<file path="src/rtl/ae_cmd_decoder.sv">
// Host command stream decoder: parses framed 32-bit words from the
// write FIFO into register-write strobes and acquisition control.
module ae_cmd_decoder #(
    parameter int         TIMEOUT_CYC = 1024,
    parameter logic [7:0] MAGIC       = 8'hAE
) (
    input  logic        bus_clk,
    input  logic        RESET,
    input  logic        stream_open,
    input  logic        fifo_empty,
    input  logic [31:0] fifo_dout,
    output logic        fifo_rd_en,
    output logic        reg_wr_en,
    output logic [7:0]  reg_addr,
    output logic [31:0] reg_wr_data,
    output logic        acq_enable,
    output logic        acq_start,
    output logic        busy,
    output logic [15:0] frame_count,
    output logic [15:0] err_count
);

    localparam int IW = $clog2(TIMEOUT_CYC);
    localparam logic [IW-1:0] IDLE_LAST = IW'(TIMEOUT_CYC - 1);

    localparam logic [7:0] OP_WR    = 8'h01;
    localparam logic [7:0] OP_START = 8'h02;
    localparam logic [7:0] OP_STOP  = 8'h03;

    typedef enum logic [1:0] {
        S_HDR  = 2'd0,
        S_DATA = 2'd1,
        S_SKIP = 2'd2
    } state_t;

    state_t        state_q, state_d;
    logic [7:0]    op_q, op_d;
    logic [7:0]    addr_q, addr_d;
    logic [7:0]    rem_q, rem_d;
    logic [IW-1:0] idle_q, idle_d;
    logic          wr_en_q, wr_en_d;
    logic [7:0]    wr_addr_q, wr_addr_d;
    logic [31:0]   wr_data_q, wr_data_d;
    logic          acq_en_q, acq_en_d;
    logic          acq_st_q, acq_st_d;
    logic [15:0]   frame_q, frame_d;
    logic [15:0]   err_q, err_d;

    logic       pop;
    logic       err_inc;
    logic       frame_inc;
    logic       ctl_fire;
    logic [7:0] ctl_op;

    wire [7:0] hdr_magic = fifo_dout[31:24];
    wire [7:0] hdr_op    = fifo_dout[23:16];
    wire [7:0] hdr_addr  = fifo_dout[15:8];
    wire [7:0] hdr_cnt   = fifo_dout[7:0];
    wire       hdr_known = (hdr_op == OP_WR) || (hdr_op == OP_START) ||
                           (hdr_op == OP_STOP);

    always_ff @(posedge bus_clk) begin
        if (RESET) begin
            state_q   <= S_HDR;
            op_q      <= '0;
            addr_q    <= '0;
            rem_q     <= '0;
            idle_q    <= '0;
            wr_en_q   <= 1'b0;
            wr_addr_q <= '0;
            wr_data_q <= '0;
            acq_en_q  <= 1'b0;
            acq_st_q  <= 1'b0;
            frame_q   <= '0;
            err_q     <= '0;
        end else begin
            state_q   <= state_d;
            op_q      <= op_d;
            addr_q    <= addr_d;
            rem_q     <= rem_d;
            idle_q    <= idle_d;
            wr_en_q   <= wr_en_d;
            wr_addr_q <= wr_addr_d;
            wr_data_q <= wr_data_d;
            acq_en_q  <= acq_en_d;
            acq_st_q  <= acq_st_d;
            frame_q   <= frame_d;
            err_q     <= err_d;
        end
    end

    always_comb begin
        state_d   = state_q;
        op_d      = op_q;
        addr_d    = addr_q;
        rem_d     = rem_q;
        idle_d    = idle_q;
        wr_en_d   = 1'b0;
        wr_addr_d = wr_addr_q;
        wr_data_d = wr_data_q;
        acq_en_d  = acq_en_q;
        acq_st_d  = 1'b0;
        err_inc   = 1'b0;
        frame_inc = 1'b0;
        ctl_fire  = 1'b0;
        ctl_op    = op_q;

        if (!stream_open) begin
            // Host close drops any partial frame silently.
            state_d = S_HDR;
            idle_d  = '0;
        end else if (pop) begin
            idle_d = '0;
            unique case (state_q)
                S_HDR: begin
                    if (hdr_magic != MAGIC) begin
                        err_inc = 1'b1;
                    end else if (hdr_cnt == 8'd0) begin
                        if (hdr_known) begin
                            frame_inc = 1'b1;
                            ctl_fire  = 1'b1;
                            ctl_op    = hdr_op;
                        end else begin
                            err_inc = 1'b1;
                        end
                    end else begin
                        op_d   = hdr_op;
                        addr_d = hdr_addr;
                        rem_d  = hdr_cnt;
                        if (hdr_known) begin
                            state_d = S_DATA;
                        end else begin
                            state_d = S_SKIP;
                            err_inc = 1'b1;
                        end
                    end
                end
                S_DATA: begin
                    if (op_q == OP_WR) begin
                        wr_en_d   = 1'b1;
                        wr_addr_d = addr_q;
                        wr_data_d = fifo_dout;
                    end
                    addr_d = addr_q + 8'd1;
                    rem_d  = rem_q - 8'd1;
                    if (rem_q == 8'd1) begin
                        state_d   = S_HDR;
                        frame_inc = 1'b1;
                        ctl_fire  = 1'b1;
                    end
                end
                S_SKIP: begin
                    rem_d = rem_q - 8'd1;
                    if (rem_q == 8'd1) begin
                        state_d = S_HDR;
                    end
                end
                default: state_d = S_HDR;
            endcase
        end else if (state_q != S_HDR && fifo_empty) begin
            if (idle_q == IDLE_LAST) begin
                state_d = S_HDR;
                idle_d  = '0;
                err_inc = 1'b1;
            end else begin
                idle_d = idle_q + 1'b1;
            end
        end

        if (ctl_fire && ctl_op == OP_START) begin
            acq_en_d = 1'b1;
            acq_st_d = 1'b1;
        end else if (ctl_fire && ctl_op == OP_STOP) begin
            acq_en_d = 1'b0;
        end

        frame_d = frame_q + {15'd0, frame_inc};
        err_d   = (err_inc && err_q != 16'hFFFF) ? err_q + 16'd1 : err_q;
    end

    always_comb begin
        fifo_rd_en  = !fifo_empty && stream_open && !RESET &&
                      (state_q == S_HDR || state_q == S_DATA ||
                       state_q == S_SKIP);
        pop         = fifo_rd_en;
        busy        = (state_q != S_HDR);
        reg_wr_en   = wr_en_q;
        reg_addr    = wr_addr_q;
        reg_wr_data = wr_data_q;
        acq_enable  = acq_en_q;
        acq_start   = acq_st_q;
        frame_count = frame_q;
        err_count   = err_q;
    end

endmodule

</file>
<file path="config.mk">
export PLATFORM = sky130hd
export DESIGN_NAME = ae_cmd_decoder
export DESIGN_NICKNAME = d
export VERILOG_FILES = /design/src/rtl/ae_cmd_decoder.sv
export SDC_FILE = /design/constraint.sdc
export NUM_CORES = 1
export LEC_CHECK = 0
export CAP_MARGIN = 20
export CORE_MARGIN = 2
export CORE_UTILIZATION = 50
export DETAILED_ROUTE_END_ITERATION = 6
export PLACE_DENSITY = 0.78
export SLEW_MARGIN = 20
export SYNTH_ARGS = -nofsm -noshare
export SYNTH_HDL_FRONTEND = slang
export SYNTH_SLANG_ARGS = --single-unit
export TNS_END_PERCENT = 1
</file>
<file path="constraint.sdc">
create_clock -name bus_clk -period 3.18 [get_ports bus_clk]
set_input_delay 0.636 -clock bus_clk [delete_from_list [all_inputs] [get_ports bus_clk]]
set_output_delay 0.636 -clock bus_clk [all_outputs]
set_load 0.05 [all_outputs]
</file>
==> impl_metrics.yaml, run 1 <==
outcome:
  outcome: "finished clean"
critical_path:
  cp.required_ns: 3.42
  critPathCaptureType: "flop"
  slowest_delay_ns: 0.42
  crit_chain: "clkdlybuf4s50_1 > nor4_1 > o211ai_1 > nor4_4 > o21bai_1 > ha_1 > ha_1 > nand2_1 > nor2_2 > nand2_1 > xor2_1 > nor2_1"
  crit_fanout: 5
  path_buf_inv: 1
  start_kind: "input port"
  crit_family: "simple AND/OR/NAND/NOR gates"
  arrival_ns: 3.12
  critical_path_class: "in2reg"
  cp_slowest_cell: "clkdlybuf4s50_1"
timing:
  skew_ns: 0.0115
  fin_crit_ns: 2.88
  setup_violations: 0
  finalCritPeriodShare_pct: 90.6
  drv_slew: 0
  slew_headroom_pct: 34.6
  holdWs_ns: 0.463
  hold_viol: 0
  rsz0062_at_grt: "no"
  clock.fmax_ghz: 0.347
  worst_pin_slew_ns: 0.980
pwr:
  internal_power_mw: 1.78
  leakagePower_nw: 2.28
  p_switching_uw: 581
  powerDensity_mw_per_mm2: 358
  pwr-share-seq_pct: 58.9
  p_comb_share_pct: 5.5
  irDropWorstVdd_v: 0.000209
  pwr-share-clk_pct: 35.6
  swShare_pct: 24.6
clocking:
  clock-root-buffer: "clkbuf_8"
  numCtsBuffers: 9
  cts_resized: 0
  clock_latency_ns: 0.38
  ctsHoldBuffers: 0
  ctsLongestPathBuffers: 2
  htreeDepth: 3
  clkSlewWorstSetupHoldPaths_ns: 0.11
  postCtsSetupBuffers: 0
  cts.sinks: 111
  cts_tree: "done"
route:
  vias: 4595
  vias_per_cell: 5.29
  drc_errors: 0
  wl_per_cell_um: 14.2
  firstDrtPassIters: 5
  drt_wl_total_mm: 12.3
  drtIter0Drc: 195
  ant_nets: 0
synthesis:
  synth_ff_type: "dfxtp_1"
  ys_types: 63
  synth_seq_cells: 111
  synth.avg_cell_area_um2: 8.24
  ys_seq_area_share_pct: 44.9
  yosys-top-cells-area: "dfxtp_1 (45%), nand2_1 (9.6%), a21oi_1 (7.6%), nor2_1 (4.2%), xor2_1 (3.4%)"
  syn_inst: 600
  synth_nets: 646
  synth_area_mm2: 0.00494
  yosysWarnings: 0
  synth_edf_count: 0
  synth.top_cell.area_share_pct: 44.9
  synth-async-reset-ratio_pct: 0
  synth_top_cell_by_area: "dfxtp_1"
final_layout:
  regArea_mm2: 0.00222
  fin_cells: 868
  n_fill_cell: 777
  synthToLayoutAreaGrowth_pct: 33.4
  multiInputGateArea_mm2: 0.00255
  nets: 776
  n_antenna_cell: 0
  drive_gt1_share_pct: 9.39
floorplan:
  rows: 36
  start_util_pct: 51.1
  fp.dieArea_mm2: 0.0107
  die_h_um: 103
  io-pin-count: 113
  coreArea_mm2: 0.00968
  die_width_um: 103
place:
  place.port_buffers: 112
  hpwlAfterDp_mm: 8.80
  place.gp.congestion: 0.859
  dp.cells: 852
global_routing:
  grt_usage_pct: 23.0
  grt_max_degree: 97
  grt_pass1_vias: 4214
  grt_antenna_before_repair: 0
  grt_pass1_wl_mm: 19.5
  grt_overflow_total: 0
hold_path:
  hp-class: "reg2reg"
job:
  maxCapViolations: 0
[registers in the layout (all words and copies together) (netlist names), 2 cells and up]
signal / count
addr_q: 8
err_count: 16
frame_count: 16
idle_q: 10
op_q: 8
reg_addr: 8
reg_wr_data: 32
rem_q: 8
state_q: 2
[routing by layer]
layer  vias up  wire length (um)  track usage, %
li1       2337                 -               -
met1      2133              5370            29.4
met2       114              6160            39.0
met3        11               633            4.23
met4         0               136            7.89
met5         -                 0               0
[Yosys cell counts (3+ instances only)]
cell type  instances
a211oi_1           7
a21oi_1           75
and3_1             8
and4_1             3
buf_2              5
clkbuf_1          17
dfxtp_1          111
ha_1              10
inv_1             17
mux2i_1            8
nand2_1          127
nand3_1           20
nand3b_1           4
nand4_1            6
nor2_1            55
nor2b_1            7
nor3_1             4
nor4_1             5
o21ai_0           19
o32ai_1            5
or3_1              7
or4_1              3
xnor2_1            6
xor2_1            19
[cells in the final DEF, fill, tap and decap left out, types with 3 or more instances in the layout]
cell type / n
inv_1: 17
ha_1: 10
dfxtp_1: 111
xnor2_1: 6
clkbuf_8: 10
o21ai_0: 19
nor2b_1: 7
o32ai_1: 5
nand3b_1: 4
nand4_1: 6
nor3_1: 4
or4_1: 3
xor2_1: 19
mux2i_1: 8
a21oi_1: 75
clkdlybuf4s50_1: 110
clkinv_4: 3
and4_1: 3
nand2_1: 127
or3_1: 7
nor2_1: 54
a211oi_1: 7
buf_4: 32
nand3_1: 20
nor4_1: 4
and3_1: 8
[cell type report]
class | count | share of cell area, %
Inverter | 19 | 1.08
Tap cell | 133 | 2.52
Sequential cell | 111 | 33.7
Clock inverter | 6 | 0.949
Timing Repair Buffer | 144 | 20.9
Clock buffer | 10 | 2.09
Multi-Input combinational cell | 445 | 38.7
[power by group through the flow]
| stage | Clock [mW] | Combinational, mW | Sequential [mW] |
|---|---|---|---|
| CTS | 0.858 | 0.131 | 1.39 |
| global route | 0.915 | 0.140 | 1.39 |
| detailed placement | 0 | 0.131 | 1.42 |
| finish | 0.841 | 0.131 | 1.39 |
| floorplan | 0 | 0.0466 | 1.43 |
| global placement | 0 | 0.129 | 1.42 |
[worst min-delay path: stages, from the launching register on]
cell     delay, ns
dfxtp_1       0.32
nand2_1       0.05
a21oi_1       0.05
[metrics by stage]
stage	area, um^2	total power, mW	setup WS, ns	setup TNS, ns	utilization, %
6_report	6600	2.36	0.300	0	68.1
5_1_grt	6600	2.45	0.169	0	68.1
4_1_cts	6600	2.38	0.326	0	68.1
3_5_place_dp	6390	1.55	-0.0778	-0.196	66.0
3_3_place_gp	6390	1.55	-0.0275	-0.0275	66.0
2_1_floorplan	4960	1.47	-0.0372	-0.0527	-
[cell families after synthesis]
family | count (synthesis) | synth area share [%]
and+or+nand+nor | 264 | 24.8
DFF | 111 | 44.9
AOI/OAI and AO/OA | 136 | 17.5
muxes | 10 | 2.07
adders and majority gates | 10 | 2.53
xor gates and xnor gates | 25 | 4.43
buffers and inverters | 44 | 3.77
[worst paths after layout]
kind | end | slack (ns) | cells after the start | from
setup / recovery | frame_count[12] | 0.30 | 12 | fifo_dout[22]
hold reg to reg | reg_wr_data[5] | 0.46 | 2 | reg_wr_data[5]
setup reg to reg | frame_count[12] | 0.62 | 12 | state_q[0]
hold / removal | reg_wr_data[5] | 0.46 | 2 | reg_wr_data[5]
Note: power is estimated with default switching activity, not from simulation.
==> inputs of run 2 (changes only) <==
--- a/config.mk
+++ b/config.mk
@@ -6,10 +6,9 @@
 export NUM_CORES = 1
 export LEC_CHECK = 0
 export CAP_MARGIN = 20
-export CORE_MARGIN = 2
-export CORE_UTILIZATION = 50
+export CORE_UTILIZATION = 54
 export DETAILED_ROUTE_END_ITERATION = 6
-export PLACE_DENSITY = 0.78
+export PLACE_DENSITY = 0.83
 export SLEW_MARGIN = 20
 export SYNTH_ARGS = -nofsm -noshare
 export SYNTH_HDL_FRONTEND = slang
==> constraint.sdc (replaced) <==
create_clock -name bus_clk -period 3.5 [get_ports bus_clk]
set_input_delay 0.7 -clock bus_clk [delete_from_list [all_inputs] [get_ports bus_clk]]
set_output_delay 0.7 -clock bus_clk [all_outputs]
set_load 0.05 [all_outputs]
==> impl_metrics.yaml, run 2 (synthesis gave the netlist of run 1 again) <==
route:
  wl_per_cell_um: 14.3
  drtIter0Drc: 156
  vias_per_cell: 5.50
  firstDrtPassIters: 6
  drc_errors: 20
  drt_wl_total_mm: 11.8
  vias: 4531
  ant_nets: 0
floorplan:
  io-pin-count: 113
  die_h_um: 97.7
  die_width_um: 97.7
  start_util_pct: 56.2
  coreArea_mm2: 0.00881
  rows: 34
  fp.dieArea_mm2: 0.00954
final_layout:
  drive_gt1_share_pct: 6.84
  n_fill_cell: 694
  nets: 757
  layout_common_cells: "nand2_1 (127), dfxtp_1 (111), clkdlybuf4s50_1 (110), a21oi_1 (75), nor2_1 (55)"
  n_antenna_cell: 0
  synthToLayoutAreaGrowth_pct: 29.4
  layout.cells.most_common: "nand2_1"
  fin_area_mm2: 0.00640
  largest_register_ffs: 32
place:
  place.gp.congestion: 0.859
  placed_cell_area_mm2: 0.00620
  place.port_buffers: 112
  hpwlAfterDp_mm: 8.44
pwr:
  irDropWorstVdd_v: 0.000213
  power_mw: 2.15
  leakagePower_nw: 2.18
  powerDensity_mw_per_mm2: 336
clocking:
  clkSlewWorstSetupHoldPaths_ns: 0.11
  ctsLongestPathBuffers: 2
  clock-root-buffer: "clkbuf_8"
  numCtsBuffers: 9
  cts_resized: 0
  postCtsSetupBuffers: 0
  htreeDepth: 3
  cts_tree: "done"
  cts.sinks: 111
  ctsHoldBuffers: 0
  clock_latency_ns: 0.37
critical_path:
  crit_family: "simple AND/OR/NAND/NOR gates"
  slowest_delay_ns: 0.43
  cp.depth: 12
  rr_worst_depth: 12
  startpoint: "fifo_dout[30]"
  critical_path_class: "in2reg"
  cp.required_ns: 3.73
  crit_fanout: 5
  start_kind: "input port"
  cp-endpoint: "frame_count[8]"
  rr_endpoint: "frame_count[8]"
  rrSetupSlack_ns: 0.68
  critPathCaptureType: "flop"
  crit_chain: "clkdlybuf4s50_1 > nand4bb_1 > or2_2 > nor4_2 > o21bai_1 > ha_1 > ha_1 > nand2_1 > nor2_1 > nand3_1 > xor2_1 > nor2_1"
  cp_slowest_cell: "clkdlybuf4s50_1"
  arrival_ns: 3.43
  path_buf_inv: 1
  rr_startpoint: "state_q[0]"
global_routing:
  grt_overflow_total: 0
  grt_max_degree: 97
  grt_pass1_vias: 4359
  grt_antenna_before_repair: 0
  grt_usage_pct: 25.0
  grt_pass1_wl_mm: 19.8
timing:
  worst_pin_slew_ns: 1.01
  fin_crit_ns: 3.20
  setup_violations: 0
  drv_slew: 0
  skew_ns: 0.0146
  hold_viol: 0
  clock.fmax_ghz: 0.313
  finalCritPeriodShare_pct: 91.3
  slew_headroom_pct: 32.9
  holdWs_ns: 0.458
  finalSetupTns_ns: 0
  rsz0062_at_grt: "no"
job:
  maxCapViolations: 0
outcome:
  violations: "DRC"
  outcome: "finished, violations left"
hold_path:
  hp-class: "reg2reg"
  hp-start: "reg_wr_data[7]"
-- run 2: changes by cell type in the layout (fill, tap and decap cells not counted), sizes merged --
cell	change
buf	-19
clkinv	-2
bufinv	+1
clkbuf	-1
clkinvlp	+1
inv	+1
-- run 2: worst min-delay path: cells and delay by family, from the launching register on --
family / cells / cell delay (ns)
compound gates: 1 / 0.05
flops: 1 / 0.32
simple gates: 1 / 0.05
-- run 2: per-layer routing --
metal  wire (um)  part of all wire [%]  track usage [%]
met1        5230                    44             31.8
met2        5740                    49             42.6
met3         613                   5.2             3.45
met4         208                   1.8             10.0
met5           0                     0                0
-- run 2: metrics by stage --
| stage | utilization, % | instances | setup WS (ns) |
|---|---|---|---|
| after floorplan | - | 600 | 0.0785 |
| after global placement | 70.4 | 808 | 0.108 |
| after detailed placement | 70.4 | 808 | -0.0733 |
| after CTS | 72.6 | 824 | 0.327 |
| after global routing | 72.6 | 824 | 0.0261 |
| final | 72.6 | 824 | 0.304 |
-- run 2: cell type report --
type	count	area [um^2]	share of cell area, %
inverter	19	71.3	1.11
clock buffer	9	124	1.94
sequential	111	2220	34.7
multi-input combinational	445	2540	39.7
tap	108	135	2.11
clock inverter	7	76.3	1.19
timing repair buffer	125	1230	19.2
-- run 2: power breakdown --
| part | total, mW | switching, mW | internal, mW |
|---|---|---|---|
| Clock | 0.774 | 0.435 | 0.339 |
| Sequential | 1.26 | 0.00139 | 1.26 |
| Combinational | 0.109 | 0.0582 | 0.0512 |
| Total | 2.15 | 0.495 | 1.65 |
-- run 2: how the worst min path moves through the flow --
| stage | slack [ns] | depth (start not counted) | endpoint |
|---|---|---|---|
| global route | 0.49 | 2 | reg_addr[1] |
| finish | 0.46 | 2 | reg_wr_data[7] |
| floorplan | 0.45 | 2 | reg_addr[7] |
| CTS | 0.46 | 2 | reg_addr[5] |
| global placement | 0.44 | 2 | reg_wr_data[8] |
| detailed placement | 0.45 | 2 | reg_wr_data[30] |
